$ cat src/rtl/mci_pkg.sv
// Shared MCI types and helpers used by the SRAM arbiter and other MCI arbiters.
package mci_pkg;

    typedef enum logic {
        UNLOCKED,
        LOCKED
    } mci_sram_arb_state_e;

    localparam int MCI_SRAM_ARB_MAX_REQ = 4;
    localparam int MCI_REQ_IDX_W = $clog2(MCI_SRAM_ARB_MAX_REQ);

    typedef logic [MCI_REQ_IDX_W-1:0] mci_req_idx_t;

    // Wrapping increment of a requester index within 0..n-1.
    function automatic mci_req_idx_t mci_idx_inc(input mci_req_idx_t idx,
                                                 input int n);
        mci_req_idx_t r;
        if (int'(idx) + 1 >= n) begin
            r = '0;
        end else begin
            r = idx + 1'b1;
        end
        return r;
    endfunction

endpackage

$ cat src/rtl/mci_rr_pick.sv
// Rotate-priority pick: first set request at or above ptr, wrapping around.
module mci_rr_pick
    import mci_pkg::*;
#(
    parameter int N = 2
) (
    input  logic [N-1:0] req,
    input  mci_req_idx_t ptr,
    output logic [N-1:0] gnt
);

    logic found;

    always_comb begin
        gnt   = '0;
        found = 1'b0;
        for (int k = 0; k < N; k++) begin
            for (int i = 0; i < N; i++) begin
                if (!found && req[i] &&
                    ((int'(ptr) + k == i) || (int'(ptr) + k == i + N))) begin
                    gnt[i] = 1'b1;
                    found  = 1'b1;
                end
            end
        end
    end

endmodule

$ cat src/rtl/mci_sram_arbiter.sv
// Round-robin single-port SRAM arbiter with grant lock, lock watchdog
// and read-response routing back to the issuing requester.
module mci_sram_arbiter
    import mci_pkg::*;
#(
    parameter int NUM_REQ = 2,
    parameter int ADDR_W  = 18,
    parameter int DATA_W  = 32,
    parameter int RD_LAT  = 1,
    parameter int LOCK_TO = 255
) (
    input  logic                               clk,
    input  logic                               rst,
    input  logic [NUM_REQ-1:0]                 req_valid,
    output logic [NUM_REQ-1:0]                 req_ready,
    input  logic [NUM_REQ-1:0]                 req_we,
    input  logic [NUM_REQ-1:0]                 req_lock,
    input  logic [NUM_REQ-1:0][ADDR_W-1:0]     req_addr,
    input  logic [NUM_REQ-1:0][DATA_W-1:0]     req_wdata,
    input  logic [NUM_REQ-1:0][DATA_W/8-1:0]   req_wstrb,
    output logic [NUM_REQ-1:0]                 rsp_valid,
    output logic [DATA_W-1:0]                  rsp_rdata,
    output logic                               sram_cs,
    output logic                               sram_we,
    output logic [ADDR_W-1:0]                  sram_addr,
    output logic [DATA_W-1:0]                  sram_wdata,
    output logic [DATA_W/8-1:0]                sram_wstrb,
    input  logic [DATA_W-1:0]                  sram_rdata,
    output logic                               lock_timeout
);

    localparam int CW = $clog2(LOCK_TO + 1);
    localparam logic [CW-1:0] TO_MAX = CW'(LOCK_TO);

    mci_sram_arb_state_e state_q, state_d;
    mci_req_idx_t        owner_q, owner_d;
    mci_req_idx_t        rr_ptr_q, rr_ptr_d;
    logic [CW-1:0]       to_cnt_q, to_cnt_d;

    logic [RD_LAT-1:0]                pv_q, pv_d;
    mci_req_idx_t [RD_LAT-1:0]        pid_q, pid_d;

    logic [NUM_REQ-1:0] own_hot;
    logic [NUM_REQ-1:0] lock_gnt;
    logic [NUM_REQ-1:0] pick_gnt;
    logic [NUM_REQ-1:0] gnt;
    mci_req_idx_t       pick_ptr;
    mci_req_idx_t       gnt_idx;
    logic               locked;
    logic               timeout;
    logic               beat;
    logic               gnt_lock;

    always_comb begin
        for (int i = 0; i < NUM_REQ; i++) begin
            own_hot[i] = (owner_q == mci_req_idx_t'(i));
        end
    end

    assign locked   = (state_q == LOCKED);
    assign lock_gnt = own_hot & req_valid;

    // An owner that shows up on the expiry cycle keeps its lock.
    assign timeout  = locked && (to_cnt_q >= TO_MAX) && !(|lock_gnt);

    assign pick_ptr = timeout ? mci_idx_inc(owner_q, NUM_REQ) : rr_ptr_q;

    mci_rr_pick #(
        .N (NUM_REQ)
    ) u_pick (
        .req (req_valid),
        .ptr (pick_ptr),
        .gnt (pick_gnt)
    );

    assign gnt          = (locked && !timeout) ? lock_gnt : pick_gnt;
    assign req_ready    = gnt;
    assign beat         = |gnt;
    assign gnt_lock     = |(gnt & req_lock);
    assign lock_timeout = timeout;

    always_comb begin
        gnt_idx    = '0;
        sram_we    = 1'b0;
        sram_addr  = '0;
        sram_wdata = '0;
        sram_wstrb = '0;
        for (int i = 0; i < NUM_REQ; i++) begin
            if (gnt[i]) begin
                gnt_idx    = mci_req_idx_t'(i);
                sram_we    = req_we[i];
                sram_addr  = req_addr[i];
                sram_wdata = req_wdata[i];
                sram_wstrb = req_wstrb[i];
            end
        end
        sram_cs = beat;
    end

    always_comb begin
        state_d  = state_q;
        owner_d  = owner_q;
        rr_ptr_d = rr_ptr_q;
        to_cnt_d = to_cnt_q;
        if (timeout) begin
            state_d  = UNLOCKED;
            rr_ptr_d = mci_idx_inc(owner_q, NUM_REQ);
            to_cnt_d = '0;
        end else if (locked && to_cnt_q != TO_MAX) begin
            to_cnt_d = to_cnt_q + 1'b1;
        end
        if (beat) begin
            to_cnt_d = '0;
            if (gnt_lock) begin
                state_d = LOCKED;
                owner_d = gnt_idx;
            end else begin
                state_d  = UNLOCKED;
                rr_ptr_d = mci_idx_inc(gnt_idx, NUM_REQ);
            end
        end
    end

    always_comb begin
        pv_d     = '0;
        pid_d    = '0;
        pv_d[0]  = beat && !sram_we;
        pid_d[0] = gnt_idx;
        for (int s = 1; s < RD_LAT; s++) begin
            pv_d[s]  = pv_q[s-1];
            pid_d[s] = pid_q[s-1];
        end
    end

    always_comb begin
        rsp_valid = '0;
        for (int i = 0; i < NUM_REQ; i++) begin
            rsp_valid[i] = pv_q[RD_LAT-1] &&
                           (pid_q[RD_LAT-1] == mci_req_idx_t'(i));
        end
        rsp_rdata = pv_q[RD_LAT-1] ? sram_rdata : '0;
    end

    always_ff @(posedge clk or posedge rst) begin
        if (rst) begin
            state_q  <= UNLOCKED;
            owner_q  <= '0;
            rr_ptr_q <= '0;
            to_cnt_q <= '0;
            pv_q     <= '0;
            pid_q    <= '0;
        end else begin
            state_q  <= state_d;
            owner_q  <= owner_d;
            rr_ptr_q <= rr_ptr_d;
            to_cnt_q <= to_cnt_d;
            pv_q     <= pv_d;
            pid_q    <= pid_d;
        end
    end

endmodule
$ cat config.mk
export PLATFORM = sky130hd
export DESIGN_NAME = mci_sram_arbiter
export DESIGN_NICKNAME = d
export VERILOG_FILES = /design/src/rtl/mci_pkg.sv /design/src/rtl/mci_rr_pick.sv /design/src/rtl/mci_sram_arbiter.sv
export SDC_FILE = /design/constraint.sdc
export NUM_CORES = 1
export LEC_CHECK = 0
export BUFFER_PORTS_ARGS = -buffer_cell sky130_fd_sc_hd__buf_2
export CAP_MARGIN = 0
export CORE_AREA = 2 2 93 95
export DETAILED_ROUTE_END_ITERATION = 16
export DIE_AREA = 0 0 95 97
export GPL_ROUTABILITY_DRIVEN = 0
export PLACE_DENSITY = 0.64
export SLEW_MARGIN = 10
export SYNTH_ARGS = -nofsm -noshare
export SYNTH_HDL_FRONTEND = slang
export SYNTH_SLANG_ARGS = --single-unit
$ cat constraint.sdc
create_clock -name clk -period 6.3 [get_ports clk]
set_input_delay 1.26 -clock clk [delete_from_list [all_inputs] [get_ports clk]]
set_output_delay 1.26 -clock clk [all_outputs]
set_load 0.005 [all_outputs]
## Word-level counts from Yosys, hierarchy flattened

Cells that the tools add are included.

- Word-level logic and storage cells: 88
- Register bits after elaboration: 16

- Add/subtract/negate cells: 6
- Order comparisons: 3
- Muxes and demuxes: 28
- Bitwise logic cells: 2
- Reductions and logical operators: 34
- Equal/unequal tests: 9

Operator list:

| operator | number |
|---|---|
| 32-bit two-way mux | 3 |
| 32-bit by 3-bit == test with 1-bit output, second input constant | 2 |
| 32-bit zero test | 2 |
| 18-bit two-way mux | 2 |
| 32-bit by 2-bit == test with 1-bit output, second input constant | 1 |
| 8-bit two-way mux | 3 |
| 1-bit logical AND | 14 |
| 1-bit two-way mux | 12 |
| 2-bit two-way mux | 6 |
| 2-bit by 1-bit adder with 3-bit output, second input constant | 3 |
| 8-bit by 1-bit adder with 8-bit output, second input constant | 1 |
| 8-bit greater-or-equal comparator, second input constant | 1 |
| 4-bit two-way mux | 2 |
| 8-bit != test, second input constant | 1 |
| 2-bit by 1-bit == test with 1-bit output, second input constant | 3 |
| 3-bit by 2-bit greater-or-equal comparator with 1-bit output, second input constant | 2 |
| 1-bit zero test | 6 |
| 2-bit OR reduction | 3 |
| 2-bit by 1-bit adder with 2-bit output, second input constant | 2 |
| 2-bit bitwise AND | 2 |
| 2-bit == test, second input constant | 2 |
| 2-bit zero test | 2 |
| 1-bit logical OR | 4 |
| 3-bit nonzero test | 1 |
| 2 further kinds | 2 |

## Longest topological paths before layout

- Depth in word-level cells: 29
- Gate-level depth with buffers: 8
- Depth with buffers taken out: 6

## Modules after synthesis

From an unflattened synthesis, not the netlist that was laid out.

- Cell total of the unflattened synthesis: 195
- Area, all modules: 1,632.8 sq um

By module, submodules not included:

| module | area each (sq um) | cells an instance | instances |
|---|---|---|---|
| mci_sram_arbiter | 1,610.3 | 191 | 1 |
| mci_rr_pick | 22.5 | 4 | 1 |

## Least setup slack after synthesis

No wires, ideal clock.

- Kind: input -> output
- From: input req_valid[0]
- To: output sram_addr[0]
- Cell stages on the path: 6
- Buffers on the path: 2
- Slack: 2.800 ns
- Arrival time: 2.240 ns
- Data required time: 5.040 ns
- Path through: inv_1 > o31ai_4 > nor2_1 > buf_2 > buf_4 > a22o_1

- Longest elaborated chain between the ends: 23
- Elaborated cells between the ends (all ways): 39

RTL lines:

| item | line | RTL |
|---|---|---|
| start: declaration | mci_sram_arbiter.sv:14 | `input logic [NUM_REQ-1:0] req_valid,` |
| 2-bit bitwise AND | mci_sram_arbiter.sv:61 | `assign lock_gnt = own_hot & req_valid;` |
| 2-bit OR reduction | mci_sram_arbiter.sv:64 | `assign timeout = locked && (to_cnt_q >= TO_MAX) && !(\|lock_gnt);` |
| 1-bit zero test | mci_sram_arbiter.sv:64 |  |
| 1-bit logical AND | mci_sram_arbiter.sv:64 |  |
| 2-bit two-way mux | mci_sram_arbiter.sv:66 | `assign pick_ptr = timeout ? mci_idx_inc(owner_q, NUM_REQ) : rr_ptr_q;` |
| 32-bit zero test or 2-bit == test (tied branches) | mci_rr_pick.sv:20 | `((int'(ptr) + k == i) \|\| (int'(ptr) + k == i + N))) begin` |
| 1-bit logical OR | mci_rr_pick.sv:20 |  |
| 1-bit logical AND | mci_rr_pick.sv:19 | `if (!found && req[i] &&` |
| (+5 left out) | -- |  |
| 1-bit zero test | mci_rr_pick.sv:19 |  |
| 1-bit logical AND (2 in series) | mci_rr_pick.sv:19 |  |
| 1-bit two-way mux | mci_rr_pick.sv:19 |  |
| 1-bit zero test | mci_rr_pick.sv:19 |  |
| 1-bit logical AND (2 in series) | mci_rr_pick.sv:19 |  |
| 1-bit two-way mux | mci_rr_pick.sv:19 |  |
| 2-bit two-way mux (*) | mci_sram_arbiter.sv:76 | `assign gnt = (locked && !timeout) ? lock_gnt : pick_gnt;` |
| 18-bit two-way mux (*) | mci_sram_arbiter.sv:89 | `if (gnt[i]) begin` |
| end: declaration | mci_sram_arbiter.sv:25 | `output logic [ADDR_W-1:0] sram_addr,` |

Mark *: on every way between the ends. The rest lies on a longest branch, timed or not.

## Worst setup path after layout

- From: input req_valid[1]
- To: output sram_wdata[24]

- Longest elaborated chain between the ends: 23
- Elaborated cells between the ends (all ways): 39

RTL lines:

| item | line | RTL |
|---|---|---|
| 2-bit bitwise AND | mci_sram_arbiter.sv:61 |  |
| 2-bit OR reduction | mci_sram_arbiter.sv:64 |  |
| 1-bit zero test | mci_sram_arbiter.sv:64 |  |
| 1-bit logical AND | mci_sram_arbiter.sv:64 |  |
| 2-bit two-way mux | mci_sram_arbiter.sv:66 |  |
| 32-bit zero test or 2-bit == test (tied branches) | mci_rr_pick.sv:20 |  |
| 1-bit logical OR | mci_rr_pick.sv:20 |  |
| 1-bit logical AND | mci_rr_pick.sv:19 |  |
| (+5 left out) | -- |  |
| 1-bit zero test | mci_rr_pick.sv:19 |  |
| 1-bit logical AND (2 in series) | mci_rr_pick.sv:19 |  |
| 1-bit two-way mux | mci_rr_pick.sv:19 |  |
| 1-bit zero test | mci_rr_pick.sv:19 |  |
| 1-bit logical AND (2 in series) | mci_rr_pick.sv:19 |  |
| 1-bit two-way mux | mci_rr_pick.sv:19 |  |
| 2-bit two-way mux (*) | mci_sram_arbiter.sv:76 |  |
| 32-bit two-way mux (*) | mci_sram_arbiter.sv:89 |  |
| end: declaration | mci_sram_arbiter.sv:26 | `output logic [DATA_W-1:0] sram_wdata,` |

Marks and branches as above.

==> flow_metrics.py <==
metrics = {
    "power": {
        "fin_total_pwr_mw": 0.812,
        "seqPwrFrac": 0.178,
        "p_leak_nw": 1.73,
        "power_per_cell_area_nw_per_um2": 277,
        "worst_ir_drop_vdd_uv": 241,
        "power_switching_mw": 0.362,
        "clkPwrFrac": 0.092,
        "p_int_mw": 0.450,
        "swShare": 0.446,
        "combPwrFrac": 0.730,
    },
    "layout": {
        "drive_above_1_share": 0.617,
        "fin_util": 0.360,
        "fillers": 866,
        "layoutNonFillerInstCount": 517,
        "syn2layout_area_growth_pct": 78.4,
        "finalInstanceArea_sq_um": 2930,
        "fin_nets": 563,
        "n_antenna_cell": 0,
    },
    "global_route": {
        "grt_max_degree": 59,
        "overflow": 0,
        "grt_pass1_vias": 2398,
        "antenna_found_initial": 0,
        "groute.usage.overall": 0.168,
        "grt_first_pass_wirelength_microns": 12300,
    },
    "clocking": {
        "clockBufferDepth": 2,
        "cts.sinks": 14,
        "cts_root_buffer": "clkbuf_8",
        "cts_tree": "yes",
        "ctsResizeCount": 0,
        "cts_setup_buffers": 0,
        "cts_buffers": 3,
        "worstSkewPairLatency_ns": 0.25,
        "cts.clk_slew.worst_paths_ns": 0.06,
        "hold_buffers": 0,
        "htree_levels": 1,
    },
    "logic_synthesis": {
        "synth_cell_types": 43,
        "synth-main-ff-cell": "dfrtp_1",
        "syn-num-nets": 334,
        "synth_edf_count": 0,
        "synth.cell_area_sq_um": 1640,
        "yosys.area_share.simple": 0.229,
        "syn_area_per_cell_sq_um": 8.87,
        "synth_compound_area_frac": 0.409,
        "ys_ff_latch": 14,
        "synth-xor-area-share": 0.0373,
        "ys_seq_area_frac": 0.213,
        "synth.area.mux_share": 0.0130,
        "synth-adder-area-share": 0.00762,
        "async_flop_share": 1.00,
        "ys.warnings.count": 0,
        "synthCells": 185,
        "synth_top_family_by_area": "compound AO/OA/AOI/OAI gates",
    },
    "sta": {
        "fin_setup_tns_ns": 0,
        "final_hold_viol_count": 0,
        "max_freq_ghz": 0.228,
        "period_minus_slack_ns": 4.39,
        "fin_crit_sh": 0.696,
        "max_slew_margin": 0.398,
        "setup_viol": 0,
        "setup_ws_ns": 1.91,
        "tightest_slew_ns": 0.902,
        "rsz0062_at_grt": "no",
        "finalMaxSlewViolations": 0,
        "hold_slack_ns": 0.541,
        "fin_skew_ns": 0.000811,
    },
    "job": {
        "cap_violations": 0,
    },
    "route": {
        "drtIter0Drc": 77,
        "vias": 2444,
        "drc": 0,
        "routedWlPerCell_microns": 16.5,
        "routed_wl_microns": 8520,
        "drt_pass1_iterations": 4,
        "viasPerCell": 4.73,
        "detail-route-antenna-nets": 0,
    },
    "setup_path": {
        "critPathMaxFanout": 56,
        "cp_cell_sequence": "buf_2 -> o31ai_2 -> nand2_1 -> inv_2 -> a22o_1 -> buf_2",
        "slowest_delay_ns": 0.67,
        "r2r_slack_ns": 4.05,
        "worstSetupPathType": "primary input to output pin",
        "arrival_ns": 3.13,
        "cp_slowest_cell": "inv_2",
        "critPathRequiredTime_ns": 5.04,
        "end_kind": "output pin",
        "path_common_cell": "buf_2",
        "critPathLaunchType": "primary input",
    },
    "floorplanning": {
        "core-area_sq_um": 8130,
        "start_util": 0.202,
        "fp.dieArea_sq_um": 9220,
        "dieHeight_microns": 97,
        "io-pin-count": 241,
        "rows": 33,
        "die_w_microns": 95,
    },
    "placed_design": {
        "port_buffers": 240,
        "dpl.hpwl_microns": 7160,
        "dp_cells": 513,
        "place_area_sq_um": 2870,
        "pre_cts_slack_ns": 1.91,
    },
    "status": {
        "status": "completed",
    },
    "hold_path": {
        "worstHoldPathType": "register to register",
    },
}
placed cells by master (no fill, tap or decap), drive strengths merged, types with 2 or more instances in the layout:
master	Yosys	routed
inv	7	7
a21oi	2	2
xor2	4	4
and2	35	35
o211a	2	2
a22o	55	55
a211oi	2	2
nand2	2	2
buf	13	242
clkbuf	5	3
nor2b	2	2
dfrtp	14	14
nor3	8	8
nand3	3	3
xnor2	3	3
o31ai	2	2
o211ai	3	3
nor2	3	3
nand4	2	2
worst max-delay path: cells and delay by family:
kind / cells / cell delay [ns]
AND/OR/NAND/NOR: 1 / 0.15
buffers and inverters: 3 / 0.95
AO/OA/AOI/OAI: 2 / 0.73
final timing paths:
path	endpoint	cells past startpoint	start
hold reg to reg	rr_ptr_q[1]	2	rr_ptr_q[1]
min in group asynchronous	to_cnt_q[6]	2	rst
max in group asynchronous	to_cnt_q[7]	2	rst
setup / recovery	sram_wdata[24]	6	req_valid[1]
hold / removal	rr_ptr_q[1]	2	rr_ptr_q[1]
setup reg to reg	rr_ptr_q[1]	5	to_cnt_q[0]
sequential cells by signal, summed over array words and instances, names as in the netlist:
| register | cells |
|---|---|
| owner_q | 1 |
| pid_q | 1 |
| to_cnt_q | 8 |
| rr_ptr_q | 2 |
| pv_q | 1 |
| locked | 1 |
cell type report:
type                    instances  area [sq um]  share of cell area
multi-input cells             146          1150               0.393
repair buffers                242          1230               0.420
flip-flops and latches         14           350               0.120
well taps                     105           131              0.0449
clock buffers                   3          41.3              0.0141
inverters                       7          26.3             0.00897
per-layer routing:
layer | wire length (microns) | GRT usage | vias to the layer above
met5 | 0 | 0 | -
met4 | 91 | 0.0279 | 0
met3 | 946 | 0.0483 | 10
met2 | 4140 | 0.293 | 148
met1 | 3340 | 0.207 | 1122
li1 | - | - | 1164
power by group through the flow:
stage / clock, mW / combinational, mW / sequential (mW)
after global routing: 0.0808 / 0.655 / 0.149
final: 0.0743 / 0.593 / 0.145
after floorplan: 0 / 0.372 / 0.122
after CTS: 0.0757 / 0.590 / 0.144
after global placement: 0 / 0.576 / 0.144
after detailed placement: 0 / 0.586 / 0.146
synth_stat cells, types with 3 or more instances:
library cell  count  area (sq um)
a22o_1           55           482
and2_1           35           219
buf_2             5          25.0
buf_4             3          22.5
buf_6             5          56.3
clkbuf_1          5          18.8
dfrtp_1          14           350
inv_1             6          22.5
nor2_1            3          11.3
nor3_1            8          40.0
o211ai_1          3          22.5
xnor2_1           3          26.3
xor2_1            4          35.0
cells by family (layout without fill, tap and decap cells):
group                    Yosys count  in the layout
AND/OR/NAND/NOR                   60             60
flip-flops                        14             14
multiplexers                       2              2
AO/OA/AOI/OAI                     76             76
XOR/XNOR                           7              7
buffers and inverters             25            252
adder cells (fa/ha/maj)            1              1
(Power assumes the default switching activity.)
